## config.mk

```make
export PLATFORM = sky130hd
export DESIGN_NAME = mmio_timer_bank
export DESIGN_NICKNAME = d
export VERILOG_FILES = /design/src/rtl/mmio_timer_bank.sv
export SDC_FILE = /design/constraint.sdc
export NUM_CORES = 1
export LEC_CHECK = 0
export ABC_AREA = 1
export CAP_MARGIN = 20
export CORE_MARGIN = 2
export CORE_UTILIZATION = 35
export CTS_CLUSTER_SIZE = 10
export DETAILED_ROUTE_END_ITERATION = 6
export GPL_ROUTABILITY_DRIVEN = 0
export SYNTH_ARGS = -nofsm -noshare
export SYNTH_HDL_FRONTEND = slang
export SYNTH_SLANG_ARGS = --single-unit
```

## constraint.sdc

```tcl
create_clock -name clk -period 7.9 [get_ports clk]
set_clock_uncertainty 0.2 [all_clocks]
set_input_delay 0.79 -clock clk [delete_from_list [all_inputs] [get_ports clk]]
set_output_delay 0.79 -clock clk [all_outputs]
set_load 0.01 [all_outputs]
```

## src/rtl/mmio_timer_bank.sv

```systemverilog
// Bank of N_CH prescaled down-counter timers on the data-RAM bus, with one level irq.
// Ports: clk, rst (async high), ram_cen/wen/flag/addr/wdata in, ram_rdata/irq/sel out. Option: TIMER_FREE_RUN_EN.
module mmio_timer_bank #(
    parameter int          N_CH      = 2,
    parameter int          CNT_W     = 32,
    parameter logic [31:0] BASE_ADDR = 32'hE0001000
) (
    input  logic        clk,
    input  logic        rst,
    input  logic        ram_cen,
    input  logic        ram_wen,
    input  logic [3:0]  ram_flag,
    input  logic [31:0] ram_addr,
    input  logic [31:0] ram_wdata,
    output logic [31:0] ram_rdata,
    output logic        irq,
    output logic        sel
);

    logic [CNT_W-1:0] load_q  [N_CH];
    logic [CNT_W-1:0] count_q [N_CH];
    logic [7:0]       presc_q [N_CH];
    logic [7:0]       pre_q   [N_CH];
    logic [N_CH-1:0]  en_q, per_q, ie_q, pend_q;
    logic [N_CH-1:0]  tick, expire, we_ld, we_ctl, we_st;

    logic        hit, wr, rd;
    logic [8:0]  off;
    logic [3:0]  wch;
    logic [31:0] old_ld, old_ctl, ld_new, ctl_new, rd_mux;

    assign hit = ram_cen && (ram_addr[31:9] == BASE_ADDR[31:9]);
    assign off = ram_addr[8:0];
    assign wch = off[7:4];
    assign wr  = hit && ram_wen;
    assign rd  = hit && !ram_wen;

    function automatic logic [31:0] be_merge(input logic [31:0] o,
                                             input logic [31:0] n,
                                             input logic [3:0]  be);
        logic [31:0] r;
        for (int b = 0; b < 4; b++)
            r[8*b +: 8] = be[b] ? n[8*b +: 8] : o[8*b +: 8];
        return r;
    endfunction

    // Byte-enable merge only needs the addressed channel's current value.
    always_comb begin
        old_ld  = '0;
        old_ctl = '0;
        tick    = '0;
        expire  = '0;
        we_ld   = '0;
        we_ctl  = '0;
        we_st   = '0;
        for (int i = 0; i < N_CH; i++) begin
            if (wch == 4'(i)) begin
                old_ld  = 32'(load_q[i]);
                old_ctl = {16'b0, presc_q[i], 5'b0, ie_q[i], per_q[i], en_q[i]};
            end
            tick[i]   = en_q[i] && (pre_q[i] == presc_q[i]);
            expire[i] = tick[i] && (count_q[i] == '0);
            we_ld[i]  = wr && !off[8] && wch == 4'(i) && off[3:2] == 2'd0;
            we_ctl[i] = wr && !off[8] && wch == 4'(i) && off[3:2] == 2'd2;
            we_st[i]  = wr && !off[8] && wch == 4'(i) && off[3:2] == 2'd3;
        end
        ld_new  = be_merge(old_ld, ram_wdata, ram_flag);
        ctl_new = be_merge(old_ctl, ram_wdata, ram_flag);
    end

    always_ff @(posedge clk or posedge rst) begin
        if (rst) begin
            en_q   <= '0;
            per_q  <= '0;
            ie_q   <= '0;
            pend_q <= '0;
            for (int i = 0; i < N_CH; i++) begin
                load_q[i]  <= '0;
                count_q[i] <= '0;
                presc_q[i] <= '0;
                pre_q[i]   <= '0;
            end
        end else begin
            for (int i = 0; i < N_CH; i++) begin
                if (en_q[i])
                    pre_q[i] <= tick[i] ? 8'd0 : pre_q[i] + 8'd1;
                if (tick[i] && !expire[i])
                    count_q[i] <= count_q[i] - CNT_W'(1);
                if (expire[i]) begin
                    if (per_q[i]) count_q[i] <= load_q[i];
                    else          en_q[i]    <= 1'b0;
                end
                // Expiry beats a same-cycle W1C.
                if (expire[i])
                    pend_q[i] <= 1'b1;
                else if (we_st[i] && ram_flag[0] && ram_wdata[0])
                    pend_q[i] <= 1'b0;
                // Bus writes come last so they override the tick for COUNT/EN.
                if (we_ld[i]) begin
                    load_q[i]  <= ld_new[CNT_W-1:0];
                    count_q[i] <= ld_new[CNT_W-1:0];
                    pre_q[i]   <= '0;
                end
                if (we_ctl[i]) begin
                    en_q[i]    <= ctl_new[0];
                    per_q[i]   <= ctl_new[1];
                    ie_q[i]    <= ctl_new[2];
                    presc_q[i] <= ctl_new[15:8];
                    if (!en_q[i] && ctl_new[0]) begin
                        count_q[i] <= load_q[i];
                        pre_q[i]   <= '0;
                    end
                end
            end
        end
    end

`ifdef TIMER_FREE_RUN_EN
    logic [31:0] frc_q;
    always_ff @(posedge clk or posedge rst) begin
        if (rst)
            frc_q <= '0;
        else if (wr && off[8] && off[7:2] == 6'd1)
            frc_q <= '0;
        else
            frc_q <= frc_q + 32'd1;
    end
`endif

    always_comb begin
        rd_mux = '0;
        if (!off[8]) begin
            for (int i = 0; i < N_CH; i++) begin
                if (wch == 4'(i)) begin
                    unique case (off[3:2])
                        2'd0: rd_mux = 32'(load_q[i]);
                        2'd1: rd_mux = 32'(count_q[i]);
                        2'd2: rd_mux = {16'b0, presc_q[i], 5'b0,
                                        ie_q[i], per_q[i], en_q[i]};
                        2'd3: rd_mux = {31'b0, pend_q[i]};
                    endcase
                end
            end
        end else if (off[7:2] == 6'd0) begin
            rd_mux = 32'(pend_q);
        end
`ifdef TIMER_FREE_RUN_EN
        else if (off[7:2] == 6'd1) begin
            rd_mux = frc_q;
        end
`endif
    end

    always_ff @(posedge clk or posedge rst) begin
        if (rst) begin
            ram_rdata <= '0;
            sel       <= 1'b0;
        end else begin
            sel <= rd;
            if (rd)
                ram_rdata <= rd_mux;
        end
    end

    assign irq = |(pend_q & ie_q);

    logic unused_ok;
    assign unused_ok = ^{ram_addr[1:0], ld_new, ctl_new};

endmodule

```

== After elaboration in Yosys (flattened, before gate mapping) ==
Index checks and enable logic that the tools add are counted.
Operators by class
  add/subtract/negate cells: 4
  equal/unequal tests: 9
  muxes and demuxes: 48
  bitwise gates (word level): 1
  reductions and logical operators: 42
Operator list (number)
  32-bit 2-to-1 mux: 17
  32-bit case mux with 4 select lines: 2
  8-bit 2-to-1 mux: 15
  32-bit zero test: 2
  32-bit by 1-bit subtractor with 32-bit output, second input constant: 2
  16-bit 2-to-1 mux: 2
  1-bit logical AND: 24
  23-bit == test, second input constant: 1
  8-bit by 1-bit adder with 8-bit output, second input constant: 2
  8-bit == test: 2
  1-bit 2-to-1 mux: 10
  2-bit nonzero test: 4
  1-bit zero test: 6
  6-bit zero test: 1
  2-bit == test, second input constant: 2
  4-bit by 1-bit == test with 1-bit output, second input constant: 1
  4-bit zero test: 1
  2-bit by 1-bit inequality test with 1-bit output, second input constant: 2
  2-bit AND reduction: 2
  3-bit 2-to-1 mux: 1
  2-bit AND: 1
  2-bit by 1-bit == test with 1-bit output, second input constant: 1
  2-bit zero test: 1
  2-bit 2-to-1 mux: 1
  2-bit OR reduction: 1
Storage, ports and cells
  register bits: 201
  bits of input ports: 72
  output and inout bits: 34
  word-level logic and storage cells: 122

== Longest topological paths before layout ==
  depth after elaboration: 11
  mapped depth: 15
  mapped depth without buffers: 15

== Worst setup path after synthesis ==
No wires, ideal clock.
  kind: input -> register
  from: input port ram_addr[7]
  to: register count_q[35] (netlist name)
  setup time: 0.120 ns
  arrival: 2.143 ns
  data required time: 7.580 ns
  slack: 5.437 ns
  stages on the path: 11
  path buffers: 1
  cell sequence: nor2_1 -> nand2_2 -> o22ai_2 -> nand2_1 -> nand2_2 -> inv_2 -> nor3_4 -> inv_4 -> buf_6 -> nor2_1 -> a21oi_2
On the way
  cells in the longest elaborated chain, start to end: 7
  elaborated cells between the ends (all ways): 15
  classes of those cells: eq/ne (1); mux (9); reduce/logical (5)
Ends and longest elaborated chain
  start: declaration: RTL line 13  | input logic [31:0] ram_addr,
  4-bit zero test: RTL line 57, 63, 64
  32-bit 2-to-1 mux or 16-bit 2-to-1 mux (tied branches) (2 in series): RTL line 57  | if (wch == 4'(i)) begin
  8-bit 2-to-1 mux or 3-bit 2-to-1 mux (tied branches): RTL line 43  | r[8*b +: 8] = be[b] ? n[8*b +: 8] : o[8*b +: 8];
  32-bit 2-to-1 mux or 1-bit logical AND (tied branches): RTL line 99, 109
  32-bit 2-to-1 mux: RTL line 109  | if (!en_q[i] && ctl_new[0]) begin
  32-bit 2-to-1 mux *: RTL line 104  | if (we_ctl[i]) begin
  end signal: indexed assignment: RTL line 90  | if (per_q[i]) count_q[i] <= load_q[i];
  end signal: indexed assignment: RTL line 101  | count_q[i] <= ld_new[CNT_W-1:0];
  end signal: indexed assignment: RTL line 110  | count_q[i] <= load_q[i];
  end: declaration: RTL line 21  | logic [CNT_W-1:0] count_q [N_CH];
Every way passes the cells marked *; elsewhere a longest branch is shown, timed or not.
A chain may end at the register's enable or synchronous reset.

== Worst setup path after layout ==
  from: input port ram_addr[2]
  to: register pre_q[5] (netlist name)
On the way
  cells in the longest elaborated chain, start to end: 5
  elaborated cells between the ends (all ways): 7
  classes of those cells: eq/ne (1); mux (3); reduce/logical (3)
Ends and longest elaborated chain
  2-bit zero test: RTL line 63  | we_ld[i] = wr && !off[8] && wch == 4'(i) && off[3:2] == 2'd0;
  1-bit logical AND: RTL line 63
  8-bit 2-to-1 mux: RTL line 99  | if (we_ld[i]) begin
  8-bit 2-to-1 mux: RTL line 109
  8-bit 2-to-1 mux *: RTL line 104
  end signal: indexed assignment: RTL line 86  | pre_q[i] <= tick[i] ? 8'd0 : pre_q[i] + 8'd1;
  end: declaration: RTL line 23  | logic [7:0] pre_q [N_CH];
Marks and branches as above.

==> impl_metrics.tcl <==
set metrics [dict create \
    worstSetupPathType "input port to flip-flop" \
    synth_top_family_by_area "simple AND/OR/NAND/NOR gates" \
    power.density_nw_per_um2 141 \
    dr.first_iter.drc_count 1555 \
    rsz0062_at_grt "no" \
    cp_top_family "buffers and inverters" \
    initial_utilization_pct 35.5 \
    fillers 4059 \
    p_seq_share_pct 46.2 \
    place_area_sq_um 15000 \
    drive_gt1_share_pct 4.27 \
    core-area_sq_um 38600 \
    postLayoutCellArea_sq_um 15800 \
    slew_viol_final 0 \
    post-route-period-util_pct 61.5 \
    grt_max_degree 99 \
    ys_types 44 \
    crit_path_max_incr_delay_ns 1.13 \
    cts_buffers 25 \
    slowest_stage "clkdlybuf4s50_1" \
    worst_slew_pin_slew_ns 1.14 \
    die_h_microns 202 \
    clock_sinks 201 \
    synth_seq_cells 201 \
    synthesis.nets 2125 \
    htreeDepth 1 \
    status "complete, no violations" \
    synthTopCellsByArea "dfrtp_1 (37%), nand2_1 (16%), nor2_1 (11%), o21ai_0 (5.1%), inv_1 (4.2%)" \
    drt_first_pass_iters 6 \
    postCtsSetupRepairBufs 0 \
    cts.path.max_buffers 3 \
    yosysTopAreaCell "dfrtp_1" \
    multi_input_area_sq_um 7550 \
    clk_pin_slew_ns 0.05 \
    achievable-frequency_mhz 206 \
    vias 14300 \
    swShare_pct 24.5 \
    hold_ws_ns 0.275 \
    regArea_sq_um 5030 \
    syn_avg_cell_area_sq_um 6.68 \
    crit_top_cell "nand2_1" \
    synth-seq-area-share_pct 36.8 \
    synthXorXnorAreaFrac_pct 3.78 \
    min_period_ns 4.86 \
    num_rows 72 \
    portBuffers 103 \
    final_nets 2178 \
    antennaDiodeCount 0 \
    worst_slack_ns 3.04 \
    critPathMaxFanout 33 \
    drt-vias-per-instance 5.46 \
    drc 0 \
    startpoint_type "input port" \
    groute.usage.overall_pct 24.6 \
    finalSetupTns_ns 0 \
    clock_latency_ns 0.55 \
    synthCells 2047 \
    cts_resized 0 \
    holdBufCountCts 0 \
    cap_violations 0 \
    hold_violations 0 \
    ant_nets 0 \
    cp-end-kind "flip-flop" \
    dieArea_sq_um 40700 \
    intPower_mw 1.68 \
    critPathRequiredTime_ns 8.15 \
    peakVddDrop_mv 0.110 \
    cp.arrival_ns 5.11 \
    setup_viol 0 \
    synthAdderAreaFrac_pct 0.549 \
    synthSimpleGateAreaFrac_pct 34.0 \
    synth.top_cell.area_share_pct 36.8 \
    die_x_microns 202 \
    grt_pass1_vias 13600 \
    cts_tree "done" \
    p_sw_uw 545 \
    avgRoutedWirePerCell_microns 19.2 \
    area_growth_pct 15.5 \
    path_buf_inv 5 \
    antenna_found_initial 0 \
    worstPathCellList "clkdlybuf4s50_1 > inv_1 > nand2_1 > clkinv_1 > nand3_1 > nor3_4 > buf_4 > inv_2 > nand2_1 > nor3_1" \
    ys_warn_count 0 \
    yosys-mux-area-fraction_pct 1.47 \
    combPwrFrac_pct 5.7 \
    wl_microns 50500 \
    p_leak_nw 7.37 \
    clkPwrFrac_pct 48.0 \
    hp-class "flip-flop to flip-flop" \
    slew_headroom_pct 23.5 \
    grt_pass1_wl_microns 78900 \
    root_buffer "clkbuf_16" \
    dp_hpwl_microns 35400 \
    gr-total-overflow 0 \
    io_pins 106 \
    netlist_area_sq_um 13700 \
    synth_compound_area_share_pct 15.3 \
    place_ws_ns 2.51 \
]
final cells by class:
type	instances	area share, %
Multi-Input combinational cell	1590	47.9
Inverter	162	3.92
Timing Repair Buffer	120	7.72
Tap cell	518	4.11
Clock inverter	3	0.119
Sequential cell	201	31.9
Clock buffer	34	4.43
synth_stat cells, drive strengths merged:
library cell and number:
a21boi 1, a21oi 106, a22o 28, a22oi 21, a31o 1, a31oi 2, a32o 1, and2 1
and3 2, buf 57, clkbuf 37, clkinv 3, dfrtp 201, ha 6, inv 159, mux2 1
mux2i 19, nand2 574, nand3 117, nand3b 1, nand4 21, nor2 407, nor3 21, nor4 1
o211ai 9, o21ai 140, o22ai 50, o32ai 1, xnor2 18, xor2 41
cells by family after synthesis:
logic type,Yosys count
DFF,201
and+or+nand+nor,1145
xor gates and xnor gates,59
buffers and inverters,256
adders and majority gates,6
muxes,20
AOI/OAI and AO/OA,360
stage by stage:
stage,std cells,power [mW],util (%)
final,2628,2.23,40.9
after global routing,2628,2.29,40.9
after CTS,2627,2.24,40.9
after detailed placement,2590,1.18,39.0
after global placement,2588,1.17,38.9
after floorplan,2047,1.11,-
cell usage in the layout (no fill, tap or decap), types with 19 or more instances in the layout:
cell type | Yosys | layout
a21oi_1 | 99 | 99
nand3_1 | 111 | 111
o21ai_0 | 139 | 139
inv_1 | 154 | 153
mux2i_1 | 19 | 19
dfrtp_1 | 201 | 201
o22ai_1 | 49 | 49
clkdlybuf4s50_1 | 0 | 103
nand4_1 | 21 | 21
a22oi_1 | 21 | 21
xor2_1 | 41 | 41
a22o_1 | 28 | 28
clkbuf_16 | 0 | 25
nand2_1 | 569 | 569
nor3_1 | 19 | 19
nor2_1 | 396 | 395
power by group through the flow:
stage               combinational, mW  sequential, mW  clock, mW
floorplan                      0.0564            1.05          0
global placement                0.125            1.05          0
detailed placement              0.128            1.05          0
CTS                             0.128            1.03       1.08
global route                    0.138            1.03       1.12
finish                          0.128            1.03       1.07
final timing paths:
path / cells after the start / slack, ns / to / from
setup reg to reg: 12 / 4.44 / count_q[24] / count_q[0]
hold / removal: 2 / 0.27 / ram_rdata[9] / ram_rdata[9]
hold reg to reg: 2 / 0.27 / ram_rdata[9] / ram_rdata[9]
min in group asynchronous: 2 / 0.56 / presc_q[3] / rst
max in group asynchronous: 3 / 5.70 / load_q[27] / rst
setup / recovery: 10 / 3.04 / pre_q[5] / ram_addr[2]
per-layer routing:
metal  track usage, %  wire length [microns]
met1             34.3                  21800
met2             39.3                  22900
met3             3.27                   4210
met4             7.96                   1560
met5                0                      0
state kept, by name, summed over array words and instances, names as in the netlist, 16 cells and up:
signal / count
count_q: 64
load_q: 64
presc_q: 16
pre_q: 16
ram_rdata: 32
worst reg2reg max path: stages (launching register included):
cell and delay, ns:
dfrtp_1 0.42, inv_1 0.17, ha_1 0.19, inv_1 0.10, nor2_1 0.10, nand4_1 0.16, nor2_1 0.15, nand3_1 0.21
nand3b_1 0.47, nand2_2 0.83, nand2_1 0.15, nand2_1 0.12, a21oi_1 0.07
No activity file was read; power rests on OpenSTA's default activity.
